File: config.mk
export PLATFORM = sky130hd
export DESIGN_NAME = io_timer_mcmp_flat
export DESIGN_NICKNAME = d
export VERILOG_FILES = /design/src/rtl/io_timer_mcmp_if.sv /design/src/rtl/io_timer_mcmp.sv /design/src/flat_wrapper.sv
export SDC_FILE = /design/constraint.sdc
export NUM_CORES = 1
export LEC_CHECK = 0
export CAP_MARGIN = 20
export CORE_MARGIN = 2
export CORE_UTILIZATION = 41
export CTS_CLUSTER_DIAMETER = 50
export DETAILED_ROUTE_END_ITERATION = 8
export PLACE_DENSITY_LB_ADDON = 0.08
export SLEW_MARGIN = 10
export SYNTH_ARGS = -nofsm -noshare
export SYNTH_HDL_FRONTEND = slang
export SYNTH_SLANG_ARGS = --single-unit
File: constraint.sdc
create_clock -name AClkH -period 2.2 [get_ports AClkH]
set_clock_uncertainty 0.15 [all_clocks]
set_input_delay 0.22 -clock AClkH [delete_from_list [all_inputs] [get_ports AClkH]]
set_output_delay 0.22 -clock AClkH [all_outputs]
set_load 0.01 [all_outputs]
File: src/rtl/io_timer_mcmp_if.sv
// IO register bus between a bus master and the io_timer_mcmp peripheral.
// Address, write data and one-hot sizes flow master->slave; read data and decode status flow back.
interface io_timer_mcmp_if;
    logic [15:0] AIoAddr;
    logic [63:0] AIoMosi;
    logic [63:0] AIoMiso;
    logic [3:0]  AIoWrSize;
    logic [3:0]  AIoRdSize;
    logic        AIoAddrAck;
    logic        AIoAddrErr;

    modport master (
        output AIoAddr, AIoMosi, AIoWrSize, AIoRdSize,
        input  AIoMiso, AIoAddrAck, AIoAddrErr
    );

    modport slave (
        input  AIoAddr, AIoMosi, AIoWrSize, AIoRdSize,
        output AIoMiso, AIoAddrAck, AIoAddrErr
    );
endinterface

File: src/rtl/io_timer_mcmp.sv
// Up-counting multi-compare timer on the IO bus: channel 0 sets the period, the others only match.
// Optional IO_TIMER_MCMP_CAPTURE_EN adds an ACapture input, a read-only Cap register and a capture flag.
module io_timer_mcmp #(
    parameter logic [15:0] CAddrBase = 16'h0000,
    parameter int unsigned CWidth    = 16,
    parameter int unsigned CCmpCnt   = 2
) (
    input  logic           AClkH,
    input  logic           AResetHN,
    input  logic           AClkHEn,
    io_timer_mcmp_if.slave AIo,
    input  logic           ASync1M,
    input  logic           ASync1K,
`ifdef IO_TIMER_MCMP_CAPTURE_EN
    input  logic           ACapture,
`endif
    output logic           AIrq,
    output logic [7:0]     ATest,
    output logic           AUnused
);

`ifdef IO_TIMER_MCMP_CAPTURE_EN
    localparam int unsigned CCapEn = 1;
`else
    localparam int unsigned CCapEn = 0;
`endif
    localparam int unsigned CFlagCnt = CCmpCnt + CCapEn;
    localparam int unsigned CRegCnt  = 4 + CCmpCnt + CCapEn;
    localparam logic [3:0]  CSzByte  = 4'b0001;
    localparam logic [3:0]  CSzWide  = (CWidth == 32) ? 4'b0100 : 4'b0010;

    typedef enum logic [1:0] {
        SrcOff = 2'b00,
        Src1K  = 2'b01,
        Src1M  = 2'b10,
        SrcClk = 2'b11
    } src_e;

    src_e                            src_q, src_d;
    logic                            oneshot_q, oneshot_d;
    logic [CFlagCnt-1:0]             stat_q, stat_d;
    logic [CFlagCnt-1:0]             irqen_q, irqen_d;
    logic [CWidth-1:0]               cnt_q, cnt_d;
    logic [CCmpCnt-1:0][CWidth-1:0]  cmp_q, cmp_d;
    logic                            irq_q, irq_d;

    logic [15:0]         off;
    logic                in_range, wr_acc, rd_acc, size_ok, we, re;
    logic [3:0]          exp_sz;
    logic [CWidth-1:0]   wdata;
    logic [63:0]         rdata;
    logic                tick;
    logic [CCmpCnt-1:0]  hit;

`ifdef IO_TIMER_MCMP_CAPTURE_EN
    logic              cap_s_q, cap_e_q, cap_rise;
    logic [CWidth-1:0] cap_q, cap_d;
    assign cap_rise = cap_s_q & ~cap_e_q;
`endif

    // Address decode: byte registers below index 3, CWidth-sized registers from 3 upwards.
    assign off      = AIo.AIoAddr - CAddrBase;
    assign in_range = (AIo.AIoAddr >= CAddrBase) && (off < 16'(CRegCnt));
    assign wr_acc   = |AIo.AIoWrSize;
    assign rd_acc   = |AIo.AIoRdSize;
    assign exp_sz   = (off < 16'd3) ? CSzByte : CSzWide;
    assign size_ok  = (!wr_acc || (AIo.AIoWrSize == exp_sz)) &&
                      (!rd_acc || (AIo.AIoRdSize == exp_sz));
    assign AIo.AIoAddrAck = in_range && (wr_acc || rd_acc) && size_ok;
    assign AIo.AIoAddrErr = in_range && (wr_acc || rd_acc) && !size_ok;
    assign we    = AIo.AIoAddrAck && wr_acc;
    assign re    = AIo.AIoAddrAck && rd_acc;
    assign wdata = AIo.AIoMosi[CWidth-1:0];

    always_comb begin
        rdata = '0;
        if (re) begin
            if (off == 16'd0) begin
                rdata[7:0] = {1'b0, oneshot_q, src_q, 4'b0000};
            end else if (off == 16'd1) begin
                rdata[CFlagCnt-1:0] = stat_q;
            end else if (off == 16'd2) begin
                rdata[CFlagCnt-1:0] = irqen_q;
            end else if (off == 16'd3) begin
                rdata[CWidth-1:0] = cnt_q;
            end
            for (int unsigned k = 0; k < CCmpCnt; k++) begin
                if (off == 16'(4 + k)) rdata[CWidth-1:0] = cmp_q[k];
            end
`ifdef IO_TIMER_MCMP_CAPTURE_EN
            if (off == 16'(4 + CCmpCnt)) rdata[CWidth-1:0] = cap_q;
`endif
        end
    end
    assign AIo.AIoMiso = rdata;

    assign tick = (src_q == SrcClk) || ((src_q == Src1M) && ASync1M) || ((src_q == Src1K) && ASync1K);

    always_comb begin
        for (int unsigned k = 0; k < CCmpCnt; k++) begin
            hit[k] = tick && (cnt_q == cmp_q[k]);
        end
    end

    // Later assignments override earlier ones: software writes beat the tick, hardware set beats clear.
    always_comb begin
        src_d     = src_q;
        oneshot_d = oneshot_q;
        stat_d    = stat_q;
        irqen_d   = irqen_q;
        cnt_d     = cnt_q;
        cmp_d     = cmp_q;
`ifdef IO_TIMER_MCMP_CAPTURE_EN
        cap_d     = cap_q;
`endif
        if (tick) cnt_d = hit[0] ? '0 : cnt_q + CWidth'(1);
        if (hit[0] && oneshot_q) src_d = SrcOff;
        if (we && (off == 16'd0)) begin
            src_d     = src_e'(wdata[5:4]);
            oneshot_d = wdata[6];
            if (wdata[1]) cnt_d = '0;
        end
        if (we && (off == 16'd3)) cnt_d = wdata;
        if (we && (off == 16'd2)) irqen_d = wdata[CFlagCnt-1:0];
        for (int unsigned k = 0; k < CCmpCnt; k++) begin
            if (we && (off == 16'(4 + k))) cmp_d[k] = wdata;
        end
        if (we && (off == 16'd1)) stat_d = stat_q & ~wdata[CFlagCnt-1:0];
        stat_d[CCmpCnt-1:0] = stat_d[CCmpCnt-1:0] | hit;
`ifdef IO_TIMER_MCMP_CAPTURE_EN
        if (cap_rise) begin
            cap_d           = cnt_q;
            stat_d[CCmpCnt] = 1'b1;
        end
`endif
        irq_d = |(stat_d & irqen_d);
    end

    always_ff @(posedge AClkH or negedge AResetHN) begin
        if (!AResetHN) begin
            src_q     <= SrcOff;
            oneshot_q <= 1'b0;
            stat_q    <= '0;
            irqen_q   <= '0;
            cnt_q     <= '0;
            cmp_q     <= '0;
            irq_q     <= 1'b0;
`ifdef IO_TIMER_MCMP_CAPTURE_EN
            cap_s_q   <= 1'b0;
            cap_e_q   <= 1'b0;
            cap_q     <= '0;
`endif
        end else if (AClkHEn) begin
            src_q     <= src_d;
            oneshot_q <= oneshot_d;
            stat_q    <= stat_d;
            irqen_q   <= irqen_d;
            cnt_q     <= cnt_d;
            cmp_q     <= cmp_d;
            irq_q     <= irq_d;
`ifdef IO_TIMER_MCMP_CAPTURE_EN
            cap_s_q   <= ACapture;
            cap_e_q   <= cap_s_q;
            cap_q     <= cap_d;
`endif
        end
    end

    assign AIrq    = irq_q;
    assign ATest   = {AClkH, tick, hit[0], |hit, |stat_q, irq_q, oneshot_q, src_q != SrcOff};
    assign AUnused = (|AIo.AIoMosi[63:CWidth]) | AIo.AIoWrSize[3] | AIo.AIoRdSize[3];

endmodule

File: src/flat_wrapper.sv
// flat-port wrapper written by rule: the top's interface ports become plain ports
module io_timer_mcmp_flat 
#(
    parameter logic [15:0] CAddrBase = 16'h0000,
    parameter int unsigned CWidth    = 16,
    parameter int unsigned CCmpCnt   = 2
)
  (AClkH, AResetHN, AClkHEn, ASync1M, ASync1K, AIrq, ATest, AUnused, AIo_AIoAddr, AIo_AIoMosi, AIo_AIoWrSize, AIo_AIoRdSize, AIo_AIoMiso, AIo_AIoAddrAck, AIo_AIoAddrErr);
  io_timer_mcmp_if AIo_i ();
  input  logic AClkH;
  input  logic AResetHN;
  input  logic AClkHEn;
  input  logic ASync1M;
  input  logic ASync1K;
  output logic AIrq;
  output logic [7:0] ATest;
  output logic AUnused;
  input wire logic [$bits(AIo_i.AIoAddr)-1:0] AIo_AIoAddr;
  input wire logic [$bits(AIo_i.AIoMosi)-1:0] AIo_AIoMosi;
  input wire logic [$bits(AIo_i.AIoWrSize)-1:0] AIo_AIoWrSize;
  input wire logic [$bits(AIo_i.AIoRdSize)-1:0] AIo_AIoRdSize;
  output wire logic [$bits(AIo_i.AIoMiso)-1:0] AIo_AIoMiso;
  output wire logic [$bits(AIo_i.AIoAddrAck)-1:0] AIo_AIoAddrAck;
  output wire logic [$bits(AIo_i.AIoAddrErr)-1:0] AIo_AIoAddrErr;
  assign AIo_i.AIoAddr = AIo_AIoAddr;
  assign AIo_i.AIoMosi = AIo_AIoMosi;
  assign AIo_i.AIoWrSize = AIo_AIoWrSize;
  assign AIo_i.AIoRdSize = AIo_AIoRdSize;
  assign AIo_AIoMiso = AIo_i.AIoMiso;
  assign AIo_AIoAddrAck = AIo_i.AIoAddrAck;
  assign AIo_AIoAddrErr = AIo_i.AIoAddrErr;
  io_timer_mcmp #(.CAddrBase(CAddrBase), .CWidth(CWidth), .CCmpCnt(CCmpCnt)) u_core (.AClkH(AClkH), .AResetHN(AResetHN), .AClkHEn(AClkHEn), .AIo(AIo_i), .ASync1M(ASync1M), .ASync1K(ASync1K), .AIrq(AIrq), .ATest(ATest), .AUnused(AUnused));
endmodule
==> flow_summary_export.csv <==
group,metric,value,unit
run_status,status,"complete, but fails checks",
run_status,violations,"negative setup slack",
synthesis,synth_cell_types,56,
final_layout,final_area,0.00705,mm2
pwr,power_frac_comb,38.9,%
setup_path,worstSetupPathType,"register to output pin",
grt,grt_pass1_vias,4637,
timing,fin_ws,-0.282,ns
setup_path,worst_setup_path_end_kind,"output pin",
pwr,p_seq_share,35.9,%
grt,grt_pass1_wl,24000,um
setup_path,cp.required,1.83,ns
routing,drt_wl_total,15700,um
synthesis,post_synth.cell_area_avg,9.36,um2
pwr,clkPwrFrac,25.1,%
timing,fmax,403,MHz
synthesis,synth_top_area_share,32.1,%
grt,grt_max_degree,38,
clocking,cts_tree,"done",
grt,grt_util_met1,34.0,%
routing,wl_per_cell,18.4,um
routing,ant_nets,0,
pwr,total_power,3.28,mW
synthesis,synth_commonest_cells,"56 x dfrtp_1, 54 x buf_4, 38 x nor2_1, 33 x nand2_1, 24 x xnor2_1",
timing,slew_headroom,63.3,%
final_layout,antenna_cells,0,
routing,vias_per_cell,5.34,
floorplanning,core_area,0.0103,mm2
synthesis,ys_top_cells_by_area,"dfrtp_1 32%, buf_4 9.3%, mux2_4 6.9%",
final_layout,fillers,805,
timing,tns,-1.09,ns
final_layout,nets,806,
timing,worstMarginPinSlew,0.550,ns
placed_design,portBuffers,120,
grt,grt_busiest_layer,"met2",
floorplanning,io_pins,169,
pwr,swShare,34.2,%
clocking,worstSkewPairLatency,0.43,ns
floorplanning,die_w,107,um
grt,antenna_found_initial,0,
pwr,p_leak,3.22,nW
placed_design,dp_hpwl,11800,um
timing,fin_crit_sh,113,%
routing,vias,4537,
routing,drt_iter0_drc,389,
clocking,path_clk_slew,0.12,ns
placed_design,place_area,0.00639,mm2
synthesis,synth_edf_count,0,
synthesis,netlist_area,0.00436,mm2
setup_path,crit_chain,"xnor2_1 -> nand4_1 -> nor4_4 -> buf_4 -> or2_4 -> buf_6",
synthesis,synthArstFlopShare,100,%
floorplanning,num_rows,37,
setup_path,slowest_delay,0.44,ns
timing,drv_slew,0,
routing,drcViolationCount,0,
timing,rsz0062_at_grt,"yes",
timing,finalSetupViolations,16,
synthesis,yosysTopAreaCell,"dfrtp_1",
pwr,power_density,465,mW/mm2
grt,met2_usage,49.0,%
final_layout,area_delta_synth_final,61.6,%
pwr,p_switching,1.12,mW
synthesis,yosysWarnings,0,
setup_path,arrival,2.11,ns
synthesis,yosysSeqAreaShare,32.1,%
grt,track_usage,27.1,%
placed_design,pre_cts_ws,-0.801,ns
routing,drt_pre_antenna_iters,6,
worst_hold_path,hp-class,"primary input to asynchronous set/reset pin",
pwr,p_int,2.16,mW
setup_path,path_buf_inv,2,
placed_design,gp_congestion,0.931,
setup_path,worst-r2r-setup-slack,-0.08,ns
synthesis,synth_flop_cell,"dfrtp_1",
run,cap_violations,0,
synthesis,syn_inst,466,
timing,period_needed,2.48,ns
pwr,max-vdd-ir-drop,0.512,mV
synthesis,synth-seq-cells,56,
setup_path,cpLargestDelayFamily,"simple AND/OR/NAND/NOR gates",
synthesis,yosysMostFrequentCell,"dfrtp_1",
grt,grtUsageMet3,3.95,%
floorplanning,dieArea,0.0115,mm2
timing,final_hold_viol_count,0,
setup_path,start_kind,"register",
grt,grt_overflow_total,0,
floorplanning,die_h,107,um
final_layout,drive_above_1_share,43.8,%
setup_path,cp_slowest_cell,"dfrtp_1",
setup_path,cp_max_fo,3,
floorplanning,start_util,42.3,%
worst paths after layout:
path | startpoint | end | cells after the start
max in group asynchronous | AResetHN | u_core.cnt_q[2] | 3
min | AResetHN | u_core.cmp_q[9] | 2
min reg2reg | u_core.stat_q[0] | u_core.stat_q[0] | 1
max reg2reg | u_core.cnt_q[2] | u_core.cnt_q[15] | 7
max | u_core.cnt_q[1] | ATest[4] | 6
min in group AClkH | AIo_AIoMosi[2] | u_core.cnt_q[2] | 3
per-layer routing:
| metal | vias up | part of all wire, % |
|---|---|---|
| li1 | 2117 | - |
| met2 | 191 | 52 |
| met5 | - | 0 |
| met3 | 28 | 5.9 |
| met4 | 0 | 2.1 |
| met1 | 2201 | 40 |
what timing repair did:
| action | 4_1_cts | 5_1_grt |
|---|---|---|
| gates resized for setup | 201 | 45 |
| setup endpoints to repair | 71 | 54 |
| pin swaps | 48 | 25 |
| endpoints found under the hold margin | 21 | 0 |
| buffers inserted | 19 | 8 |
| gates cloned | 1 | 0 |
| hold buffers | 1 | 0 |
cells in the final DEF, fill, tap and decap left out, drive strengths merged, types with 6 or more instances in the layout:
master	netlist	final
xor2	8	8
a221o	10	10
buf	61	181
inv	7	9
a21oi	8	8
nand3	12	12
mux2	40	40
a22o	6	6
nor3	11	11
nor4	22	22
xnor2	24	24
dlygate4sd2	0	7
clkdlybuf4s50	0	71
dfrtp	56	56
and2	6	6
conb	1	48
o21ai	10	10
nand4	21	21
nor2	38	38
clkbuf	23	14
a222oi	16	16
o2bb2ai	8	8
nand2	34	34
kinds of logic after synthesis:
| family | count (synthesis) | share of synthesized area (%) |
|---|---|---|
| simple gates | 167 | 21.7 |
| mux | 41 | 12.3 |
| other cells | 1 | 0.0860 |
| xor+xnor | 32 | 6.42 |
| buf+inv | 93 | 13.3 |
| flops | 56 | 32.1 |
| fa+ha+maj | 1 | 0.287 |
| compound gates | 75 | 13.8 |
layout make-up:
type,count,area [um2],share of cell area (%)
multi-input cells,364,2940,41.7
repair buffers,272,2350,33.3
flip-flops and latches,56,1410,20.0
well taps,136,170,2.41
clock buffers,9,120,1.70
inverters,9,33.8,0.479
clock inverters,3,27.5,0.390
flip-flops by register name, summed over array words and instances (netlist names):
name / flops
u_core.cnt_q: 16
u_core.AIrq: 1
u_core.cmp_q: 32
u_core.oneshot_q: 1
u_core.stat_q: 2
u_core.src_q: 2
u_core.irqen_q: 2
per-stage QoR:
step	instances	utilization [%]	hold WS [ns]
after global placement	811	61.9	0.0634
final	849	68.3	0.143
after floorplan	513	-	-0.226
after global routing	849	68.3	0.175
after CTS	843	66.9	0.132
after detailed placement	811	61.9	0.0678
power groups by stage:
| stage | Combinational, mW | Clock (mW) | Sequential (mW) |
|---|---|---|---|
| after floorplan | 0.595 | 0.0375 | 1.14 |
| after global placement | 1.07 | 0.0462 | 1.18 |
| after detailed placement | 1.08 | 0.0462 | 1.18 |
| after CTS | 1.21 | 0.841 | 1.17 |
| after global routing | 1.36 | 0.899 | 1.19 |
| final | 1.28 | 0.824 | 1.18 |
Power figures use the tool's default switching activity.
==> edit 1, RTL diff (same flow settings) <==
`CCmpCnt` is set to 2 in 2 places; all go to 1.
--- a/src/rtl/io_timer_mcmp.sv
+++ b/src/rtl/io_timer_mcmp.sv
@@ -3,7 +3,7 @@
 module io_timer_mcmp #(
     parameter logic [15:0] CAddrBase = 16'h0000,
     parameter int unsigned CWidth    = 16,
-    parameter int unsigned CCmpCnt   = 2
+    parameter int unsigned CCmpCnt   = 1
 ) (
     input  logic           AClkH,
     input  logic           AResetHN,
--- a/src/flat_wrapper.sv
+++ b/src/flat_wrapper.sv
@@ -3,7 +3,7 @@
 #(
     parameter logic [15:0] CAddrBase = 16'h0000,
     parameter int unsigned CWidth    = 16,
-    parameter int unsigned CCmpCnt   = 2
+    parameter int unsigned CCmpCnt   = 1
 )
   (AClkH, AResetHN, AClkHEn, ASync1M, ASync1K, AIrq, ATest, AUnused, AIo_AIoAddr, AIo_AIoMosi, AIo_AIoWrSize, AIo_AIoRdSize, AIo_AIoMiso, AIo_AIoAddrAck, AIo_AIoAddrErr);
   io_timer_mcmp_if AIo_i ();
Function: changed (Yosys sat finds a counterexample within 4 cycles, from zero or initial values and one cycle with AResetHN low).
==> edit 1 against the original RTL <==
  * The run still ends with setup timing left
  * Design area down 20%
  * Setup slack better by 120 ps
  * Wire length down 24%
  * Power down 33%
  * Combinational power down 44%
  * Non-clock buffer count down 36
  * Sequential cell count down 18
  * Synthesized area down 23%
  * Global-route usage down 0.64 points
  * Critical path type is now register to register
==> edit 1: results (changes against the original RTL) <==
Filler Cell Count=614 (-24%); largest net degree at the start of global routing=39 (+2.6%); routed vias/inst=5.363 (+0.36%); CP peak stage delay=390 ps (-50 ps); number of synthesis warnings=0 (unchanged); post-detailed-routing wire length=11.96 mm (-24%); final worst setup slack=-162.2 ps (+119.6 ps); Area contributors post-synth=dfrtp_1, buf_4, mux2_4; R2R Setup Slk=-160 ps (-80 ps); post-synthesis cell type count=57 (+1.8%); Max-slew headroom=66.27% (+2.9 points); first-pass GRT wire length=17.91 mm (-25%); crit path max fanout=8 (+5); drt pass-1 iters=5 (-1); GRT Util Overall=26.41% (-0.64 points); Final Wtd Congestion=0.8777 (-5.7%); Cells after Synth=374 (-20%); LEAKAGE=2.562 nW (-20%); failing checks=setup timing; drt wl/cell=17.31 µm (-6.2%); # port buffers=120 (unchanged); Setup TNS Final=-2707 ps (-1617 ps); Hold WC Path Type=input pin to asynchronous set/reset pin; top cell types by occurrence after synthesis=buf_4, dfrtp_1, nor2_1; reg2reg start=u_core.cnt_q[9]; critical path arrival=2480 ps (+370 ps); Worst VDD drop=0.0002291 V (-55%); Int Pwr=1.500 mW (-30%); placed cell count=660 (-19%); Critical Path End=u_core.cnt_q[2]; Layout Nets=684 (-15%); Setup Slack @ Placement=-753.4 ps (+48.00 ps); initial antenna violation count=0 (unchanged); largest registers=u_core.cmp_q (16), u_core.cnt_q (16), u_core.src_q (2); outcome=finished with violations; clk_lat worst skew=400 ps (-30 ps); sequential share of the synthesized area=28.44% (-3.7 points); Worst setup SP type=register; number of global-route vias before repair=3684 (-21%); DRT iter0 DRCs=260 (-33%); Ant. Diodes=0 (unchanged); r2r worst-path depth=10 (+3); final setup vio count=32 (+16); share of cells above drive strength 1=38.03% (-5.7 points); Synth async-reset ratio=100.0% (unchanged); slowest CP cell=dfrtp_1; hpwl dp=9.010 mm (-24%); clk slew on worst S/H paths=70 ps (-50 ps)
## edit 1: worst min-delay path by stage
stage | slack (ps) | from | end
after floorplan | -230 | AResetHN | u_core.AIrq
after global routing | 170 | AResetHN | u_core.cmp_q[9]
after detailed placement | 390 | u_core.irqen_q | u_core.irqen_q
after CTS | 130 | AResetHN | u_core.cnt_q[13]
after global placement | 380 | u_core.irqen_q | u_core.irqen_q
final | 110 | AResetHN | u_core.cmp_q[9]
## edit 1: metal layers
metal  part of all wire [%]  vias up  wire length [µm]  GRT usage, %
met3                    7.3       30               873         4.655
met5                      0        -                 0             0
met2                     51      209              6136         47.14
li1                       -     1719                 -             -
met1                     38     1748              4572         30.42
met4                    3.2        0               379         12.68
## edit 1: final cells by class
type	instances	area share (%)
multi-input combinational	295	39.56
timing repair buffer	236	38.18
sequential	38	16.93
clock buffer	10	2.384
tap	102	2.272
inverter	10	0.6683
## edit 1: power by group through the flow
| stage | registers [mW] | clock network [mW] | logic [mW] |
|---|---|---|---|
| 2_1_floorplan | 0.783 | 0.0375 | 0.361 |
| 3_3_place_gp | 0.791 | 0.0462 | 0.669 |
| 3_5_place_dp | 0.794 | 0.0462 | 0.680 |
| 4_1_cts | 0.780 | 0.696 | 0.696 |
| 5_1_grt | 0.788 | 0.729 | 0.773 |
| 6_report | 0.781 | 0.681 | 0.721 |
## edit 1: cell families after synthesis
family	share of synthesized area, %
DFF	28.44
AOI/OAI and AO/OA	16.92
xor gates and xnor gates	4.191
and+or+nand+nor	24.21
buffers and inverters	17.25
adders and majority gates	0.3742
muxes	8.495
other	0.1122
## edit 1: repair_timing
item | CTS | global route
endpoints found under the setup margin | 56 | 40
setup buffers | 15 | 9
pin swaps | 36 | 16
resized for setup | 175 | 52
cloned | 0 | 0
## edit 1: through the flow
stage          utilization [%]  hold WS, ps  instance area, µm²
2_1_floorplan                -       -225.6                3520
3_3_place_gp             65.13        377.0                5085
3_5_place_dp             65.13        393.5                5085
4_1_cts                  68.72        130.4                5365
5_1_grt                  71.94        172.8                5617
6_report                 71.94        107.5                5617
## edit 1: worst max-delay path, delay by kind of cell (launching register included)
kind / cells / cell delay, ps
simple gates: 3 / 620
xor+xnor: 1 / 180
buf+inv: 4 / 530
compound gates: 2 / 380
flops: 1 / 390
==> edit 2, RTL diff (config.mk and constraints unchanged) <==
Without the edit above. Reset style: synchronous (`AResetHN`), changed in one clocked block.
--- a/src/rtl/io_timer_mcmp.sv
+++ b/src/rtl/io_timer_mcmp.sv
@@ -136,7 +136,7 @@
         irq_d = |(stat_d & irqen_d);
     end
 
-    always_ff @(posedge AClkH or negedge AResetHN) begin
+    always_ff @(posedge AClkH) begin
         if (!AResetHN) begin
             src_q     <= SrcOff;
             oneshot_q <= 1'b0;
Formal check against the unedited RTL: differs if AResetHN is asserted again (counterexample within 4 cycles, from zero or initial values and one cycle with AResetHN low); with AResetHN held inactive, the same outputs for 4 cycles.
==> edit 2 against the original RTL <==
  * The run still ends with setup timing left
  * Final cell count grew 3.3%
  * Critical endpoint is now AIo_AIoMiso[2]
  * Wire length rose by 2.4%
  * Synthesized area decreased by 5.6%
  * Synthesized cell count up 13%
  * Sequential cell count is the same
  * Design area shrank 2.3%
  * Setup slack gained 11 ps
Power is not compared: it rests on default switching activity, and its combinational part moved more than twofold at a synthesized area within 25%.
==> edit 2: results (changes against the original RTL) <==
outcome=finished with violations; failing checks=setup timing; drt wl/cell=18.29 µm (-0.87%); Fin Hold WS=289.2 ps (+146.2 ps); final setup vio count=23 (+7); Critical Path Start=AIo_AIoWrSize[2]; Adder-Cell Fraction of Synth Area=0.3037% (+0.017 points); XOR/XNOR Fraction of Synth Area=8.078% (+1.7 points); Final Wtd Congestion=0.9156 (-1.6%); crit path max fanout=4 (+1); complex-gate fraction of the synthesized area=21.08% (+7.3 points); R2R Setup Slk=-50 ps (+30 ps); total number of vias=4872 (+7.4%); final worst setup slack=-270.7 ps (+11.08 ps); share of cells above drive strength 1=35.62% (-8.1 points); reg2reg end=u_core.cnt_q[15]; Setup Slack @ Placement=-1037 ps (-235.9 ps); Area contributors post-synth=dfxtp_1, buf_4, xor2_1; clk slew on worst S/H paths=100 ps (-20 ps); Layout Nets=837 (+3.8%); Hold WC Path Type=input pin to register; Setup TNS Final=-3823 ps (-2732 ps); CP peak stage delay=560 ps (+120 ps); top cell types by occurrence after synthesis=dfxtp_1, nand2_1, buf_4; GRT Util Overall=27.86% (+0.81 points); post-detailed-routing wire length=16.04 mm (+2.4%); number of global-route vias before repair=4634 (-0.065%); DRT iter0 DRCs=396 (+1.8%)
edit 2: cell count changes after synthesis, sizes merged, moves of 12 or more:
cell / unedited run / this run
xor2: 8 / 34
dfrtp: 56 / 0
dfxtp: 0 / 56
nor2: 38 / 50
xnor2: 24 / 4
mux2: 40 / 3
mux2i: 1 / 20
nand2: 34 / 55
a21oi: 8 / 45
edit 2: per-layer routing:
| layer | up-vias | part of all wire, % | global-route usage [%] |
|---|---|---|---|
| met1 | 2295 | 41 | 38.25 |
| li1 | 2240 | - | - |
| met2 | 312 | 48 | 44.45 |
| met4 | 0 | 1.5 | 7.529 |
| met5 | - | 0 | 0 |
| met3 | 25 | 9.8 | 5.702 |
edit 2: area by class of cell:
| cell class | instances | area share (%) |
|---|---|---|
| clock buffers | 9 | 1.743 |
| inverters | 8 | 0.4358 |
| clock inverters | 3 | 0.3269 |
| repair buffers | 249 | 33.74 |
| well taps | 133 | 2.415 |
| multi-input cells | 419 | 44.87 |
| flip-flops and latches | 56 | 16.47 |
edit 2: where the power goes:
part	internal (mW)	switching, mW
Combinational	0.262	0.249
Clock	0.376	0.417
Sequential	1.02	0.0111
edit 2: cells by family after synthesis:
| kind of cell | count (synthesis) |
|---|---|
| AO/OA/AOI/OAI | 119 |
| XOR/XNOR | 38 |
| adder cells (fa/ha/maj) | 1 |
| buffers and inverters | 99 |
| flip-flops | 56 |
| multiplexers | 23 |
| other | 1 |
| AND/OR/NAND/NOR | 189 |
edit 2: what timing repair did:
item,4_1_cts,5_1_grt
buffers inserted,24,6
cloned,3,2
setup endpoints to repair,77,74
gates resized for setup,218,64
pin swaps,29,41
endpoints found under the hold margin,0,0
